==> src/rtl/alu_seq_pkg.sv <==
// Shared opcode and state definitions for the chunked ALU sequencer.
// The opcode encoding doubles as the 3-bit selector of the alu_chunk slice.
package alu_seq_pkg;

  typedef enum logic [2:0] {
    OP_ADD  = 3'd0,
    OP_SUB  = 3'd1,
    OP_XOR  = 3'd2,
    OP_SLT  = 3'd3,
    OP_AND  = 3'd4,
    OP_NAND = 3'd5,
    OP_NOR  = 3'd6,
    OP_OR   = 3'd7
  } op_e;

  typedef enum logic [1:0] {
    S_IDLE = 2'd0,
    S_RUN  = 2'd1,
    S_DONE = 2'd2
  } state_e;

endpackage

==> src/rtl/alu_chunk.sv <==
// One CHUNK-bit combinational ALU slice: ripple add/sub with carry chaining,
// bitwise logic, and an MSB-first signed-compare step carrying eq/ans state.
module alu_chunk
  import alu_seq_pkg::*;
#(
  parameter int CHUNK = 4
) (
  input  logic [CHUNK-1:0] a,
  input  logic [CHUNK-1:0] b,
  input  op_e              op,
  input  logic             carry_in,
  input  logic             eq_in,
  input  logic             ans_in,
  input  logic             top,
  output logic [CHUNK-1:0] result,
  output logic             carry_out,
  output logic             eq_out,
  output logic             ans_out
);

  logic [CHUNK-1:0] b_eff;
  logic [CHUNK:0]   sum;

  always_comb begin
    b_eff     = (op == OP_SUB) ? ~b : b;
    sum       = {1'b0, a} + {1'b0, b_eff} + {{CHUNK{1'b0}}, carry_in};
    result    = '0;
    carry_out = 1'b0;
    eq_out    = eq_in;
    ans_out   = ans_in;
    case (op)
      OP_ADD, OP_SUB: begin
        result    = sum[CHUNK-1:0];
        carry_out = sum[CHUNK];
      end
      OP_XOR:  result = a ^ b;
      OP_AND:  result = a & b;
      OP_NAND: result = ~(a & b);
      OP_NOR:  result = ~(a | b);
      OP_OR:   result = a | b;
      OP_SLT: begin
        // The first differing bit decides; on the sign bit a set 'a' means a is negative.
        for (int i = CHUNK - 1; i >= 0; i--) begin
          if (eq_out && (a[i] != b[i])) begin
            eq_out  = 1'b0;
            ans_out = (top && (i == CHUNK - 1)) ? a[i] : (~a[i] & b[i]);
          end
        end
      end
      default: result = '0;
    endcase
  end

endmodule

==> src/rtl/alu_chunk_sequencer.sv <==
// Time-shares one CHUNK-bit ALU slice across a WIDTH-bit operation (IDLE/RUN/DONE).
// Define ALU_SEQ_EARLY_EXIT_EN to let SLT finish as soon as its answer is decided.
module alu_chunk_sequencer
  import alu_seq_pkg::*;
#(
  parameter int WIDTH = 32,
  parameter int CHUNK = 4
) (
  input  logic             clk,
  input  logic             rst_n,
  input  logic             in_valid,
  output logic             in_ready,
  input  logic [2:0]       in_op,
  input  logic [WIDTH-1:0] in_a,
  input  logic [WIDTH-1:0] in_b,
  output logic             out_valid,
  input  logic             out_ready,
  output logic [WIDTH-1:0] out_result,
  output logic             out_carry,
  output logic             out_overflow,
  output logic             out_zero
);

  localparam int NCHUNK = WIDTH / CHUNK;
  localparam int CW     = (NCHUNK > 1) ? $clog2(NCHUNK) : 1;

  state_e           state_q, state_d;
  op_e              op_q, op_d;
  logic [WIDTH-1:0] a_q, a_d, b_q, b_d, res_q, res_d;
  logic [CW-1:0]    cnt_q, cnt_d, idx;
  logic             carry_q, carry_d, eq_q, eq_d, ans_q, ans_d;
  logic [WIDTH-1:0] out_result_q, out_result_d;
  logic             out_carry_q, out_carry_d;
  logic             out_overflow_q, out_overflow_d;
  logic             out_zero_q, out_zero_d;
  logic             in_ready_c, finish;
  logic [WIDTH-1:0] final_res;

  logic [CHUNK-1:0] chk_a, chk_b, chk_result;
  logic             chk_carry, chk_eq, chk_ans, chk_top;

  // SLT walks MSB-first so the sign chunk is seen first; everything else goes LSB-first.
  always_comb begin
    idx     = (op_q == OP_SLT) ? (CW'(NCHUNK - 1) - cnt_q) : cnt_q;
    chk_a   = a_q[idx*CHUNK +: CHUNK];
    chk_b   = b_q[idx*CHUNK +: CHUNK];
    chk_top = (idx == CW'(NCHUNK - 1));
  end

  alu_chunk #(.CHUNK(CHUNK)) u_chunk (
    .a         (chk_a),
    .b         (chk_b),
    .op        (op_q),
    .carry_in  (carry_q),
    .eq_in     (eq_q),
    .ans_in    (ans_q),
    .top       (chk_top),
    .result    (chk_result),
    .carry_out (chk_carry),
    .eq_out    (chk_eq),
    .ans_out   (chk_ans)
  );

  always_comb begin
    state_d        = state_q;
    op_d           = op_q;
    a_d            = a_q;
    b_d            = b_q;
    res_d          = res_q;
    cnt_d          = cnt_q;
    carry_d        = carry_q;
    eq_d           = eq_q;
    ans_d          = ans_q;
    out_result_d   = out_result_q;
    out_carry_d    = out_carry_q;
    out_overflow_d = out_overflow_q;
    out_zero_d     = out_zero_q;
    in_ready_c     = 1'b0;
    out_valid      = 1'b0;
    finish         = 1'b0;
    final_res      = '0;
    case (state_q)
      S_IDLE: begin
        in_ready_c = 1'b1;
        if (in_valid) begin
          op_d    = op_e'(in_op);
          a_d     = in_a;
          b_d     = in_b;
          res_d   = '0;
          cnt_d   = '0;
          carry_d = (op_e'(in_op) == OP_SUB);
          eq_d    = 1'b1;
          ans_d   = 1'b0;
          state_d = S_RUN;
        end
      end
      S_RUN: begin
        res_d[idx*CHUNK +: CHUNK] = chk_result;
        carry_d = chk_carry;
        eq_d    = chk_eq;
        ans_d   = chk_ans;
        cnt_d   = cnt_q + 1'b1;
        finish  = (cnt_q == CW'(NCHUNK - 1));
`ifdef ALU_SEQ_EARLY_EXIT_EN
        if ((op_q == OP_SLT) && !chk_eq) finish = 1'b1;
`endif
        if (finish) begin
          final_res      = (op_q == OP_SLT) ? {{(WIDTH-1){1'b0}}, chk_ans} : res_d;
          out_result_d   = final_res;
          out_zero_d     = (final_res == '0);
          out_carry_d    = 1'b0;
          out_overflow_d = 1'b0;
          if (op_q == OP_ADD) begin
            out_carry_d    = chk_carry;
            out_overflow_d = (a_q[WIDTH-1] == b_q[WIDTH-1]) && (final_res[WIDTH-1] != a_q[WIDTH-1]);
          end else if (op_q == OP_SUB) begin
            out_carry_d    = chk_carry;
            out_overflow_d = (a_q[WIDTH-1] != b_q[WIDTH-1]) && (final_res[WIDTH-1] != a_q[WIDTH-1]);
          end
          state_d = S_DONE;
        end
      end
      S_DONE: begin
        out_valid = 1'b1;
        if (out_ready) state_d = S_IDLE;
      end
      default: state_d = S_IDLE;
    endcase
  end

  always_ff @(posedge clk) begin
    if (!rst_n) begin
      state_q        <= S_IDLE;
      op_q           <= OP_ADD;
      a_q            <= '0;
      b_q            <= '0;
      res_q          <= '0;
      cnt_q          <= '0;
      carry_q        <= 1'b0;
      eq_q           <= 1'b0;
      ans_q          <= 1'b0;
      out_result_q   <= '0;
      out_carry_q    <= 1'b0;
      out_overflow_q <= 1'b0;
      out_zero_q     <= 1'b0;
    end else begin
      state_q        <= state_d;
      op_q           <= op_d;
      a_q            <= a_d;
      b_q            <= b_d;
      res_q          <= res_d;
      cnt_q          <= cnt_d;
      carry_q        <= carry_d;
      eq_q           <= eq_d;
      ans_q          <= ans_d;
      out_result_q   <= out_result_d;
      out_carry_q    <= out_carry_d;
      out_overflow_q <= out_overflow_d;
      out_zero_q     <= out_zero_d;
    end
  end

  assign in_ready     = in_ready_c & rst_n;
  assign out_result   = out_result_q;
  assign out_carry    = out_carry_q;
  assign out_overflow = out_overflow_q;
  assign out_zero     = out_zero_q;

endmodule

==> config.mk <==
export PLATFORM = sky130hd
export DESIGN_NAME = alu_chunk_sequencer
export DESIGN_NICKNAME = d
export VERILOG_FILES = /design/src/rtl/alu_seq_pkg.sv /design/src/rtl/alu_chunk.sv /design/src/rtl/alu_chunk_sequencer.sv
export SDC_FILE = /design/constraint.sdc
export NUM_CORES = 1
export LEC_CHECK = 0
export ABC_AREA = 1
export ABC_CLOCK_PERIOD_IN_PS = 7900
export CAP_MARGIN = 20
export CELL_PAD_IN_SITES_DETAIL_PLACEMENT = 1
export CELL_PAD_IN_SITES_GLOBAL_PLACEMENT = 2
export CORE_MARGIN = 8
export CORE_UTILIZATION = 32
export DETAILED_ROUTE_END_ITERATION = 10
export PLACE_DENSITY = 0.83
export SLEW_MARGIN = 20
export SYNTH_ARGS = -nofsm -noshare
export SYNTH_HDL_FRONTEND = slang
export SYNTH_HIERARCHICAL = 1
export SYNTH_SLANG_ARGS = --single-unit
export TNS_END_PERCENT = 20
==> constraint.sdc <==
create_clock -name clk -period 7.9 [get_ports clk]
set_input_delay 1.58 -clock clk [delete_from_list [all_inputs] [get_ports clk]]
set_output_delay 1.58 -clock clk [all_outputs]
set_load 0.01 [all_outputs]
* Yosys cells after proc, flatten, opt, wreduce, memory -nomap -nowiden
Index checks and enable logic that the tools add are counted.
** Word-level totals
- Register bits :: 142
- Input port bits :: 71
- Output and inout port bits :: 37
- Logic and storage cells :: 116
** Operators by class
- Add/sub/neg operators :: 5
- Equality and inequality tests :: 23
- Shifts and indexed selects :: 4
- Multiplexer cells :: 40
- Bitwise logic cells :: 15
- Reductions and logical operators :: 16
** Operators by type and width (count)
- $mux 32 :: 2
- $pmux 32 s2 :: 1
- $shiftx 32x6->4 :: 2
- $neg 5->34 :: 1
- $shift 4x34->32 const A :: 1
- $shiftx 4x34->32 :: 1
- $bwmux 32 :: 1
- $logic_not 32->1 :: 1
- $mux 1 :: 24
- $pmux 4 s6 :: 1
- $eq 3x3->1 const B :: 6
- $not 4->4 :: 3
- $ne 2x2->1 const B :: 4
- $eq 3x1->1 const B :: 2
- $eq 3x2->1 const B :: 2
- $logic_and 1x1->1 :: 6
- $mux 2 :: 3
- $mux 3 :: 2
- $ne 1x1->1 :: 6
- $pmux 1 s2 :: 3
- $pmux 2 s3 :: 1
- $pmux 3 s2 :: 1
- $reduce_and 2->1 :: 3
- $reduce_and 3->1 :: 2
- 17 further kinds :: 24

* Logic depth before layout (Yosys ltp)
Gate-level depths: netlist of run 1.
- Word-level depth :: 21
- Gate-level depth with buffers :: 31
- Mapped depth without buffers :: 29

* By module
The synthesis of run 1 kept the hierarchy.
** Modules (own cells, without submodules)
- alu_chunk_sequencer :: times used 1, cells each 930, area each 6512.5 sq um, sequential area each 2842.7 sq um
- alu_chunk :: times used 1, cells each 117, area each 708.2 sq um, sequential area each 0.0 sq um

* Worst setup path after synthesis of run 1
OpenSTA, ideal clock, no wires.
- Path kind :: reg2reg
- Start point :: register op_q[0]
- End point :: register out_zero_q (netlist: out_zero)
- Library setup time :: 0.131 ns
- Data arrival time :: 3.912 ns
- Required time :: 7.769 ns
- Setup slack :: 3.857 ns
- Cell stages (with the launch flop) :: 27
- Path buffers :: 1
- Period minus slack after synthesis :: 4.043 ns
- Cells stage by stage :: dfxtp_1 -> nand2_1 -> nor2_2 -> nand2_2 -> nand2_4 -> nand2_4 -> inv_1 -> clkbuf_1 -> a211oi_1 -> a31oi_1 -> inv_1 -> xor2_1 -> fa_1 -> inv_1 -> fa_1 -> nor2_1 -> a21oi_1 -> nand3_1 -> nand2_1 -> o21ai_0 -> nand3_1 -> nand2_1 -> inv_1 -> nand2_1 -> nor2_1 -> nand3_1 -> a21oi_2
** Between the ends
- Elaborated cells on any way between the ends :: 57
- Classes of those cells :: 3 x add/sub; 12 x eq/ne; 4 x shift; 17 x mux; 14 x bitwise; 7 x reduce/logical
** RTL lines
- start, declared :: RTL line alu_chunk_sequencer.sv:28 : op_e op_q, op_d;
- start signal, assigned :: RTL line alu_chunk_sequencer.sv:148 : op_q <= op_d;
- $eq 3x2->1 * :: RTL line alu_chunk_sequencer.sv:44 : idx = (op_q == OP_SLT) ? (CW'(NCHUNK - 1) - cnt_q) : cnt_q;
- $mux 3 * :: RTL line alu_chunk_sequencer.sv:44
- $shiftx 32x6->4 * :: RTL line alu_chunk_sequencer.sv:46 : chk_b = b_q[idx*CHUNK +: CHUNK];
- named net chk_b[0] :: RTL line alu_chunk_sequencer.sv:39 : logic [CHUNK-1:0] chk_a, chk_b, chk_result;
- $not 4->4 :: RTL line alu_chunk.sv:25 : b_eff = (op == OP_SUB) ? ~b : b;
- $mux 4 * :: RTL line alu_chunk.sv:25
- $add 4x4->5 * :: RTL line alu_chunk.sv:26 : sum = {1'b0, a} + {1'b0, b_eff} + {{CHUNK{1'b0}}, carry_in};
- $add 5x1->5 * :: RTL line alu_chunk.sv:26
- $pmux 4 s6 * :: RTL line alu_chunk.sv:31 : case (op)
- named net chk_result[1] :: RTL line alu_chunk_sequencer.sv:39
- $shiftx 4x34->32 * :: RTL line alu_chunk_sequencer.sv:98 : res_d[idx*CHUNK +: CHUNK] = chk_result;
- $bwmux 32 * :: RTL line alu_chunk_sequencer.sv:98
- $mux 32 * :: RTL line alu_chunk_sequencer.sv:108 : final_res = (op_q == OP_SLT) ? {{(WIDTH-1){1'b0}}, chk_ans} : res_d;
- $logic_not 32->1 * :: RTL line alu_chunk_sequencer.sv:110 : out_zero_d = (final_res == '0);
- end signal, assigned :: RTL line alu_chunk_sequencer.sv:159 : out_zero_q <= out_zero_d;
- end, declared :: RTL line alu_chunk_sequencer.sv:35 : logic out_zero_q, out_zero_d;
The timed path passes the listed nets; every way through them passes the cells marked *. The select of a mux whose other input is x is not followed.
A chain may end at the register's enable or synchronous reset.

* Worst setup path after layout of run 1
Same ends and word-level chain as after synthesis.

==> impl_metrics.yaml, run 1 <==
synth:
  ys_seq_area_share_pct: 39.4
  yosys_register_bits: 142
  postSynth.topFlopCell: "sky130_fd_sc_hd__dfxtp_1"
  synthesis.area_per_instance_um2: 6.90
  synthesis.yosys.warnings: 6
  synth_nets: 1138
  synth_edf_count: 0
  ys_async_sr_fraction_pct: 0
  syn_inst: 1047
  post_synth_num_cell_types: 44
  synthesis.area_um2: 7220
floorplan:
  core-area_um2: 22400
  die_x_um: 166
  design.die.area_um2: 27600
  ios: 108
  floorplan.initialDensity_pct: 32.3
  floorplan.die.height_um: 166
  row_count: 55
route:
  m1WireLength_mm: 12.1
  drt-vias-per-instance: 5.04
  wl_met3_mm: 1.07
  first_iter_violations: 424
  met2_wirelength_mm: 11.3
  via_count: 7137
  antenna_left: 0
  totalWireLength_mm: 24.7
  detail_route.first_pass.iterations: 4
  routed_wire_length_per_instance_um: 17.4
  top_signal_layer_used: "met4"
  remaining_drc_errors: 0
sta:
  max_clock_freq_ghz: 0.166
  fin_setup_tns_ns: 0
  fin_crit_ns: 6.02
  rsz0062_at_grt: "no"
  final-setup-viol-count: 0
  clock-skew-final_ns: 0.00983
  slew_headroom_pct: 33.2
  timing_max_transition_violations_final: 0
  final.period_utilization_pct: 76.2
  tightest_slew_ns: 0.999
  number_of_endpoints_with_negative_hold_slack_in_the_final_report: 0
clock_tree:
  clk_transition_reported_paths_ns: 0.06
  tritoncts_clock_tree: "yes"
  post_cts_setup_repair_buffer_count: 0
  cts_hold_repair.buffers: 0
  numClockSinks: 142
  cts.repair.resized: 0
  tritoncts.num_buffers: 17
  cts-root-buf: "sky130_fd_sc_hd__clkbuf_16"
  ctsLongestPathBuffers: 2
  htree_levels: 4
  insertion_delay_to_the_later_sink_of_the_worst_skew_pair_ns: 0.42
worst_setup_path:
  critPathArrivalTime_ns: 6.37
  cp_data_required_time_ns: 8.25
  type_of_the_worst_setup_path: "register to register"
  worstSetupStartpointType: "register"
  critical_path.max_fanout: 39
  end_kind: "register"
place:
  gpl.final_weighted_congestion: 0.900
  placed_area_um2: 8440
  dp.final_hpwl_mm: 18.2
  port_buffers: 107
worst_hold_path:
  hold_class: "register to register"
status:
  run_status: "finished, final reports clean"
power:
  p_int_mw: 1.32
  p_per_area_nw_per_um2: 217
  power_frac_comb_pct: 20.4
  seq_power_share_pct: 39.8
  vdd_ir_drop_max_v: 0.000135
  power_switching_mw: 0.631
  share_clk_of_total_power_pct: 39.8
  post-layout-total-power_mw: 1.95
  switching_share_pct: 32.3
  p_leak_nw: 3.62
grt:
  antenna_violations_before_repair: 0
  grt_pass1_vias: 7254
  gr-usage-all-layers_pct: 17.9
  largest_net_degree_at_the_start_of_global_routing: 77
  first_pass_grt_wire_length_mm: 40.0
  global_route.overflow_total: 0
cells_and_area:
  layout.filler_cells: 2806
  utilization_pct: 40.2
  n_antenna_cell: 0
  area_delta_synth_final_pct: 24.7
  num-nets-final: 1211
  design_area_um2: 9000
  final_layout_size_suffix_gt1_share_pct: 6.98
job:
  cap_viol_max_count: 0
## registers in the layout, summed over array words and instances, names as in the netlist
| name | cells |
|---|---|
| out_overflow | 1 |
| a_q | 32 |
| cnt_q | 3 |
| b_q | 32 |
| op_q | 3 |
| state_q | 2 |
| out_carry | 1 |
| carry_q | 1 |
| eq_q | 1 |
| res_q | 32 |
| out_zero | 1 |
| ans_q | 1 |
| out_result | 32 |
## layout make-up
| class | count | area [um^2] | area share, % |
|---|---|---|---|
| Clock buffer | 17 | 425 | 4.73 |
| Tap cell | 285 | 357 | 3.96 |
| Clock inverter | 14 | 133 | 1.47 |
| Timing Repair Buffer | 114 | 1120 | 12.4 |
| Inverter | 94 | 353 | 3.92 |
| Sequential cell | 142 | 2840 | 31.6 |
| Multi-Input combinational cell | 751 | 3770 | 41.9 |
## kinds of logic (layout without fill, tap and decap cells)
logic type	Yosys count	count (layout)	share of synthesized area, %
AOI/OAI and AO/OA	229	229	16.9
DFF	142	142	39.4
buffers and inverters	154	239	8.56
and+or+nand+nor	497	497	30.9
adders and majority gates	20	20	3.67
xor gates and xnor gates	5	5	0.606
## worst max-delay path: stages, from the launching register on
cell and delay (ns):
sky130_fd_sc_hd__dfxtp_1 0.69, sky130_fd_sc_hd__nand3_2 0.87, sky130_fd_sc_hd__nand2_1 0.29, sky130_fd_sc_hd__nand2_2 0.26, sky130_fd_sc_hd__nor2_4 0.49, sky130_fd_sc_hd__nand2_1 0.11
sky130_fd_sc_hd__nand3_1 0.11, sky130_fd_sc_hd__a211oi_1 0.05, sky130_fd_sc_hd__a31oi_1 0.31, sky130_fd_sc_hd__inv_1 0.13, sky130_fd_sc_hd__xor2_1 0.21, sky130_fd_sc_hd__fa_1 0.23
sky130_fd_sc_hd__inv_1 0.06, sky130_fd_sc_hd__fa_1 0.40, sky130_fd_sc_hd__o21ai_0 0.18, sky130_fd_sc_hd__nand4_1 0.24, sky130_fd_sc_hd__nand2_1 0.16, sky130_fd_sc_hd__nand4_1 0.24
sky130_fd_sc_hd__nand3_1 0.27, sky130_fd_sc_hd__nand2_1 0.09, sky130_fd_sc_hd__nor2_1 0.11, sky130_fd_sc_hd__nand2_1 0.06, sky130_fd_sc_hd__nor2_1 0.16, sky130_fd_sc_hd__nand3_1 0.11
sky130_fd_sc_hd__a21oi_2 0.11
## stage by stage
| step | worst slack (ns) | instances | hold slack (ns) |
|---|---|---|---|
| floorplan | 3.86 | 1047 | 0.430 |
| global placement | 2.09 | 1386 | 0.446 |
| detailed placement | 1.90 | 1386 | 0.452 |
| CTS | 1.87 | 1417 | 0.462 |
| global route | 1.23 | 1417 | 0.480 |
| finish | 1.88 | 1417 | 0.460 |
## path summary, 6_finish.rpt
path / startpoint / to / slack [ns] / depth (start not counted)
hold reg to reg: a_q[17]$_SDFFE_PN0P_ / a_q[17]$_SDFFE_PN0P_ / 0.46 / 2
setup reg to reg: op_q[0]$_SDFFE_PN0P_ / out_zero$_SDFFE_PN0P_ / 1.88 / 24
setup / recovery: op_q[0]$_SDFFE_PN0P_ / out_zero$_SDFFE_PN0P_ / 1.88 / 24
hold / removal: a_q[17]$_SDFFE_PN0P_ / a_q[17]$_SDFFE_PN0P_ / 0.46 / 2
## synthesized netlist by cell type (all sizes together), types with 2 or more instances
| master | number | area share (%) |
|---|---|---|
| o22ai | 4 | 0.35 |
| or2 | 3 | 0.26 |
| nand4 | 25 | 2.3 |
| clkbuf | 44 | 2.3 |
| dfxtp | 142 | 39 |
| a21oi | 93 | 6.5 |
| a221oi | 4 | 0.49 |
| fa | 2 | 0.55 |
| inv | 92 | 4.8 |
| a22oi | 6 | 0.62 |
| o21ai | 106 | 7.3 |
| a31oi | 4 | 0.35 |
| a211oi | 8 | 0.83 |
| nand2 | 208 | 12 |
| nor3 | 7 | 0.69 |
| clkinv | 2 | 0.10 |
| xor2 | 4 | 0.49 |
| ha | 18 | 3.1 |
| nor2 | 158 | 8.8 |
| buf | 16 | 1.4 |
| nand3 | 94 | 7.2 |
## power groups by stage
| stage | clock network [mW] | logic (mW) | registers, mW |
|---|---|---|---|
| 2_1_floorplan | 0 | 0.264 | 0.783 |
| 3_3_place_gp | 0 | 0.394 | 0.793 |
| 3_5_place_dp | 0 | 0.396 | 0.793 |
| 4_1_cts | 0.793 | 0.399 | 0.777 |
| 5_1_grt | 0.826 | 0.446 | 0.780 |
| 6_report | 0.777 | 0.397 | 0.776 |
## cells in the final DEF, fill, tap and decap left out, types with 5 or more instances in the layout
cell type and instances:
sky130_fd_sc_hd__ha_1 18, sky130_fd_sc_hd__a21oi_1 92, sky130_fd_sc_hd__nand3_1 86, sky130_fd_sc_hd__nand3_2 7
sky130_fd_sc_hd__nand4_1 24, sky130_fd_sc_hd__a211oi_1 8, sky130_fd_sc_hd__nand2_2 9, sky130_fd_sc_hd__a22oi_1 6
sky130_fd_sc_hd__o21ai_0 103, sky130_fd_sc_hd__nand2_1 195, sky130_fd_sc_hd__nor2_4 6, sky130_fd_sc_hd__buf_4 7
sky130_fd_sc_hd__dfxtp_1 142, sky130_fd_sc_hd__nor2_1 149, sky130_fd_sc_hd__inv_6 5, sky130_fd_sc_hd__clkdlybuf4s50_1 106
sky130_fd_sc_hd__clkbuf_16 17, sky130_fd_sc_hd__inv_1 88
## per-layer routing
| layer | track usage (%) | vias up |
|---|---|---|
| met3 | 4.37 | 16 |
| met1 | 23.4 | 3392 |
| met4 | 4.23 | 0 |
| li1 | - | 3599 |
| met2 | 29.2 | 130 |
| met5 | 0 | - |
No activity file was read; power rests on OpenSTA's default activity.
==> run 2, diff against run 1 <==
--- a/config.mk
+++ b/config.mk
@@ -6,14 +6,14 @@
 export NUM_CORES = 1
 export LEC_CHECK = 0
 export ABC_AREA = 1
-export ABC_CLOCK_PERIOD_IN_PS = 7900
+export ABC_CLOCK_PERIOD_IN_PS = 5470
 export CAP_MARGIN = 20
 export CELL_PAD_IN_SITES_DETAIL_PLACEMENT = 1
 export CELL_PAD_IN_SITES_GLOBAL_PLACEMENT = 2
 export CORE_MARGIN = 8
-export CORE_UTILIZATION = 32
+export CORE_UTILIZATION = 27
 export DETAILED_ROUTE_END_ITERATION = 10
-export PLACE_DENSITY = 0.83
+export PLACE_DENSITY = 0.75
 export SLEW_MARGIN = 20
 export SYNTH_ARGS = -nofsm -noshare
 export SYNTH_HDL_FRONTEND = slang
==> constraint.sdc (replaced) <==
create_clock -name clk -period 5.47 [get_ports clk]
set_input_delay 1.094 -clock clk [delete_from_list [all_inputs] [get_ports clk]]
set_output_delay 1.094 -clock clk [all_outputs]
set_load 0.01 [all_outputs]
==> run 2 against run 1 <==
Net effect:
- sequential power up 44%
- hold slack worse by 0.0024 ns
- combinational power up 46%
- fmax up 21%
- die area up 17%
- non-clock buffer count up 7
- first-iteration DRC count down 0.71%
- count of clock-buffer cells in the layout unchanged
- total power up 48%
- cell count up 4.5%
- largest cell class unchanged
==> impl_metrics.yaml, run 2 (same netlist as run 1, synthesis figures left out) <==
status:
  run_status: "finished, final reports clean"
route:
  via_count: 7161
  first_iter_violations: 421
  detail_route.first_pass.iterations: 5
  remaining_drc_errors: 0
  routed_wire_length_per_instance_um: 17.3
  antenna_left: 0
  totalWireLength_mm: 25.6
  drt-vias-per-instance: 4.84
cells_and_area:
  num-nets-final: 1218
  layout.filler_cells: 3359
  layout.cells.most_common: "sky130_fd_sc_hd__nand2_1"
  n_antenna_cell: 0
  area_delta_synth_final_pct: 26.9
  leading_cell_types_in_the_layout_fill_and_taps_excluded: "sky130_fd_sc_hd__nand2_1, sky130_fd_sc_hd__nor2_1, sky130_fd_sc_hd__dfxtp_1, sky130_fd_sc_hd__clkdlybuf4s50_1, sky130_fd_sc_hd__o21ai_0"
  final_layout_size_suffix_gt1_share_pct: 7.81
  multiInputGateArea_um2: 3770
  register_area_um2: 2840
  layoutNonFillerInstCount: 1481
clock_tree:
  tritoncts_clock_tree: "yes"
  cts-root-buf: "sky130_fd_sc_hd__clkbuf_16"
  clk_transition_reported_paths_ns: 0.07
  post_cts_setup_repair_buffer_count: 0
  cts_hold_repair.buffers: 0
  cts.repair.resized: 0
  ctsLongestPathBuffers: 2
  tritoncts.num_buffers: 17
  htree_levels: 4
  numClockSinks: 142
  insertion_delay_to_the_later_sink_of_the_worst_skew_pair_ns: 0.44
grt:
  antenna_violations_before_repair: 0
  gr-usage-all-layers_pct: 16.0
  largest_net_degree_at_the_start_of_global_routing: 100
  grt_pass1_vias: 7491
  global_route.overflow_total: 0
  first_pass_grt_wire_length_mm: 41.6
sta:
  fin_setup_tns_ns: 0
  final-setup-viol-count: 0
  timing_max_transition_violations_final: 0
  max_clock_freq_ghz: 0.201
  clock-skew-final_ns: 0.0179
  final.period_utilization_pct: 91.1
  slew_headroom_pct: 41.6
  number_of_endpoints_with_negative_hold_slack_in_the_final_report: 0
  tightest_slew_ns: 0.876
  rsz0062_at_grt: "no"
  fin_crit_ns: 4.98
power:
  vdd_ir_drop_max_v: 0.000151
  p_per_area_nw_per_um2: 316
  p_leak_nw: 3.68
floorplan:
  die_x_um: 180
  core-area_um2: 26600
  floorplan.die.height_um: 180
  ios: 108
  design.die.area_um2: 32200
  floorplan.initialDensity_pct: 27.2
  row_count: 60
worst_setup_path:
  type_of_the_worst_setup_path: "register to register"
  critPathArrivalTime_ns: 5.28
  end_kind: "register"
  setup_slack_of_the_worst_register_to_register_path_ns: 0.49
  cp_data_required_time_ns: 5.77
  critical_path.max_fanout: 12
  reg2reg_to: "out_zero$_SDFFE_PN0P_"
  worstSetupStartpointType: "register"
  crit-reg2reg-launch: "op_q[2]$_SDFFE_PN0P_"
  r2r_cells: 26
worst_hold_path:
  hold_class: "register to register"
  hold_depth: 2
  hold_end: "a_q[17]$_SDFFE_PN0P_"
  min_from: "a_q[17]$_SDFFE_PN0P_"
place:
  port_buffers: 107
  dp.final_hpwl_mm: 18.8
  gpl.final_weighted_congestion: 0.843
  numPlacedInstances: 1449
job:
  cap_viol_max_count: 0
==> run 2: changes by cell type in the layout (fill, tap and decap cells not counted), sizes merged <==
cell / delta
buf: +7
clkinvlp: -1
inv: +2
==> run 2: through the flow <==
stage	worst slack, ns	util [%]	hold slack (ns)	area, um^2	total power, mW
2_1_floorplan	1.43	-	0.430	7220	1.51
3_3_place_gp	0.522	32.2	0.442	8560	1.71
3_5_place_dp	0.419	32.2	0.449	8560	1.72
4_1_cts	0.375	34.5	0.459	9160	2.93
5_1_grt	0.0112	34.5	0.488	9170	3.05
6_report	0.489	34.5	0.457	9170	2.90
==> run 2: worst max path at each step <==
stage                         start                     to  slack, ns  cells past startpoint
2_1_floorplan  op_q[0]$_SDFFE_PN0P_  out_zero$_SDFFE_PN0P_       1.43                     26
3_5_place_dp   op_q[1]$_SDFFE_PN0P_  out_zero$_SDFFE_PN0P_       0.42                     26
3_3_place_gp   op_q[1]$_SDFFE_PN0P_  out_zero$_SDFFE_PN0P_       0.52                     25
4_1_cts        op_q[1]$_SDFFE_PN0P_  out_zero$_SDFFE_PN0P_       0.37                     26
5_1_grt        op_q[2]$_SDFFE_PN0P_  out_zero$_SDFFE_PN0P_       0.01                     26
6_report       op_q[2]$_SDFFE_PN0P_  out_zero$_SDFFE_PN0P_       0.49                     26
==> run 2: report_power, final <==
group	switching (mW)	internal, mW
combinational	0.387	0.194
clock	0.545	0.654
sequential	0.0324	1.08
total	0.964	1.93
==> run 2: critical path, cell delays in order, from the launching register on <==
cell                      delay [ns]
sky130_fd_sc_hd__dfxtp_1        0.56
sky130_fd_sc_hd__inv_2          0.11
sky130_fd_sc_hd__nand3_2        0.12
sky130_fd_sc_hd__nand2_1        0.08
sky130_fd_sc_hd__nand2_2        0.30
sky130_fd_sc_hd__nand2_4        0.13
sky130_fd_sc_hd__inv_1          0.42
sky130_fd_sc_hd__a22o_1         0.21
sky130_fd_sc_hd__a21oi_1        0.09
sky130_fd_sc_hd__a31oi_1        0.27
sky130_fd_sc_hd__inv_1          0.12
sky130_fd_sc_hd__xor2_1         0.19
sky130_fd_sc_hd__fa_1           0.40
sky130_fd_sc_hd__inv_1          0.08
sky130_fd_sc_hd__fa_1           0.41
sky130_fd_sc_hd__nor2_1         0.13
sky130_fd_sc_hd__a21oi_1        0.05
sky130_fd_sc_hd__nand3_1        0.26
sky130_fd_sc_hd__nand2_1        0.11
sky130_fd_sc_hd__o21ai_0        0.24
sky130_fd_sc_hd__nand3_1        0.16
sky130_fd_sc_hd__nand2_1        0.10
sky130_fd_sc_hd__inv_1          0.04
sky130_fd_sc_hd__nand2_1        0.06
sky130_fd_sc_hd__nor2_1         0.07
sky130_fd_sc_hd__nand3_1        0.09
sky130_fd_sc_hd__a21oi_2        0.05
==> run 2: final cells by class <==
type / instances / share of cell area, %
Timing Repair Buffer: 121 / 12.8
Sequential cell: 142 / 31.0
Clock buffer: 17 / 4.64
Multi-Input combinational cell: 751 / 41.1
Clock inverter: 15 / 1.90
Inverter: 94 / 3.89
Tap cell: 341 / 4.66
==> run 2: per-layer routing <==
metal / vias to the layer above / part of all wire, % / global-route usage (%)
li1: 3613 / - / -
met4: 0 / 1.3 / 4.17
met2: 139 / 46 / 26.4
met1: 3383 / 49 / 20.8
met5: - / 0 / 0
met3: 26 / 3.5 / 3.31
==> run 3, diff against run 2 <==
--- a/config.mk
+++ b/config.mk
@@ -13,7 +13,8 @@
 export CORE_MARGIN = 8
 export CORE_UTILIZATION = 27
 export DETAILED_ROUTE_END_ITERATION = 10
-export PLACE_DENSITY = 0.75
+export MAX_ROUTING_LAYER = met4
+export PLACE_DENSITY = 0.77
 export SLEW_MARGIN = 20
 export SYNTH_ARGS = -nofsm -noshare
 export SYNTH_HDL_FRONTEND = slang
==> run 3 against run 2 <==
Net effect:
- sequential power hardly changed
- routed wire length down 1.3%
- clock power barely moved
- flip-flop and latch count did not move
- critical endpoint unchanged
- largest power group unchanged
==> impl_metrics.yaml, run 3 (same netlist as run 1, synthesis figures left out) <==
cells_and_area:
  multiInputGateArea_um2: 3770
  num-nets-final: 1218
  layout.cells.most_common: "sky130_fd_sc_hd__nand2_1"
  leading_cell_types_in_the_layout_fill_and_taps_excluded: "sky130_fd_sc_hd__nand2_1, sky130_fd_sc_hd__nor2_1, sky130_fd_sc_hd__dfxtp_1, sky130_fd_sc_hd__clkdlybuf4s50_1, sky130_fd_sc_hd__o21ai_0"
  area_delta_synth_final_pct: 27.0
  layout.filler_cells: 3313
  register_area_um2: 2840
  utilization_pct: 34.5
  layoutNonFillerInstCount: 1482
  final_layout_size_suffix_gt1_share_pct: 7.89
floorplan:
  core-area_um2: 26600
  design.die.area_um2: 32200
  row_count: 60
  floorplan.initialDensity_pct: 27.2
  ios: 108
  die_x_um: 180
  floorplan.die.height_um: 180
clock_tree:
  insertion_delay_to_the_later_sink_of_the_worst_skew_pair_ns: 0.43
  htree_levels: 4
  cts_hold_repair.buffers: 0
  tritoncts.num_buffers: 17
  cts-root-buf: "sky130_fd_sc_hd__clkbuf_16"
  numClockSinks: 142
  ctsLongestPathBuffers: 2
  clk_transition_reported_paths_ns: 0.07
  tritoncts_clock_tree: "yes"
grt:
  antenna_violations_before_repair: 1
  global_route.overflow_total: 0
  gr-usage-all-layers_pct: 16.0
  first_pass_grt_wire_length_mm: 40.5
  largest_net_degree_at_the_start_of_global_routing: 100
  grt_pass1_vias: 7366
sta:
  fin_setup_tns_ns: 0
  number_of_endpoints_with_negative_hold_slack_in_the_final_report: 0
  tightest_slew_ns: 0.871
  final.period_utilization_pct: 91.3
  max_clock_freq_ghz: 0.200
  final-setup-viol-count: 0
  timing_max_transition_violations_final: 0
  clock-skew-final_ns: 0.0141
  slew_headroom_pct: 41.9
  setup_ws_ns: 0.478
  fin_crit_ns: 4.99
power:
  p_leak_nw: 3.66
  vdd_ir_drop_max_v: 0.000186
  p_per_area_nw_per_um2: 317
  post-layout-total-power_mw: 2.91
place:
  detailedPlace.worstSlack_ns: 0.385
  dp.final_hpwl_mm: 18.6
  numPlacedInstances: 1446
  port_buffers: 107
  gpl.final_weighted_congestion: 0.856
worst_setup_path:
  worstSetupStartpointType: "register"
  r2r_cells: 28
  critPathArrivalTime_ns: 5.35
  crit_path_top_delay_cell: "sky130_fd_sc_hd__dfxtp_1"
  cp-startpoint: "op_q[1]$_SDFFE_PN0P_"
  critical_path.max_fanout: 16
  type_of_the_worst_setup_path: "register to register"
  crit-reg2reg-launch: "op_q[1]$_SDFFE_PN0P_"
  end_kind: "register"
  worst_path_largest_cell_delay_ns: 0.61
  cp_data_required_time_ns: 5.83
  cpMostUsedCell: "sky130_fd_sc_hd__nand2_1"
route:
  remaining_drc_errors: 0
  routed_wire_length_per_instance_um: 17.1
  totalWireLength_mm: 25.3
  detail_route.first_pass.iterations: 4
  drt-vias-per-instance: 4.82
  first_iter_violations: 440
  via_count: 7146
  antenna_left: 0
worst_hold_path:
  hold_depth: 2
  hold_class: "register to register"
  min_from: "b_q[18]$_SDFFE_PN0P_"
job:
  cap_viol_max_count: 0
status:
  run_status: "finished, final reports clean"
## run 3: cell count changes in the layout (fill, tap and decap cells not counted), sizes merged
cell	delta
bufinv	+1
clkinv	-2
clkinvlp	+3
diode	+1
inv	-2
## run 3: metal layers
metal  vias up  part of all wire [%]  global-route usage (%)
met5         -                     0                       -
met2       124                    47                    26.0
met4         0                   1.3                    4.23
met1      3380                    48                    20.1
li1       3621                     -                       -
met3        21                   3.5                    3.19
## run 3: final cells by class
type,instances,area share (%)
Multi-Input combinational cell,751,41.1
Clock inverter,15,1.91
Antenna cell,1,0.0273
Sequential cell,142,31.0
Timing Repair Buffer,121,12.8
Clock buffer,17,4.64
Tap cell,341,4.65
Inverter,94,3.93
## run 3: critical path: cells and delay by family, from the launching register on
family | cells | cell delay (ns)
AO/OA/AOI/OAI | 5 | 1.01
XOR/XNOR | 1 | 0.15
adder cells (fa/ha/maj) | 1 | 0.28
buffers and inverters | 3 | 0.61
flip-flops | 1 | 0.61
AND/OR/NAND/NOR | 18 | 2.23
## run 3: power by group
part / switching, mW / total [mW] / internal [mW]
logic: 0.378 / 0.569 / 0.191
registers: 0.0361 / 1.12 / 1.08
clock network: 0.527 / 1.22 / 0.689
## run 3: metrics by stage
stage,hold slack [ns],instance area (um^2)
after global routing,0.488,9170
after detailed placement,0.448,8540
after CTS,0.459,9140
after floorplan,0.430,7220
final,0.458,9170
after global placement,0.447,8540
## run 3: final timing paths
kind,to,slack (ns)
max,out_zero$_SDFFE_PN0P_,0.48
min reg2reg,b_q[18]$_SDFFE_PN0P_,0.46
max reg2reg,out_zero$_SDFFE_PN0P_,0.48
min,b_q[18]$_SDFFE_PN0P_,0.46
## run 3: repair_timing
| item | in CTS | in global routing |
|---|---|---|
| setup endpoints to repair | 0 | 1 |
| resized for setup | 0 | 3 |
| buffers inserted | 0 | 3 |
| hold endpoints to repair | 0 | 0 |
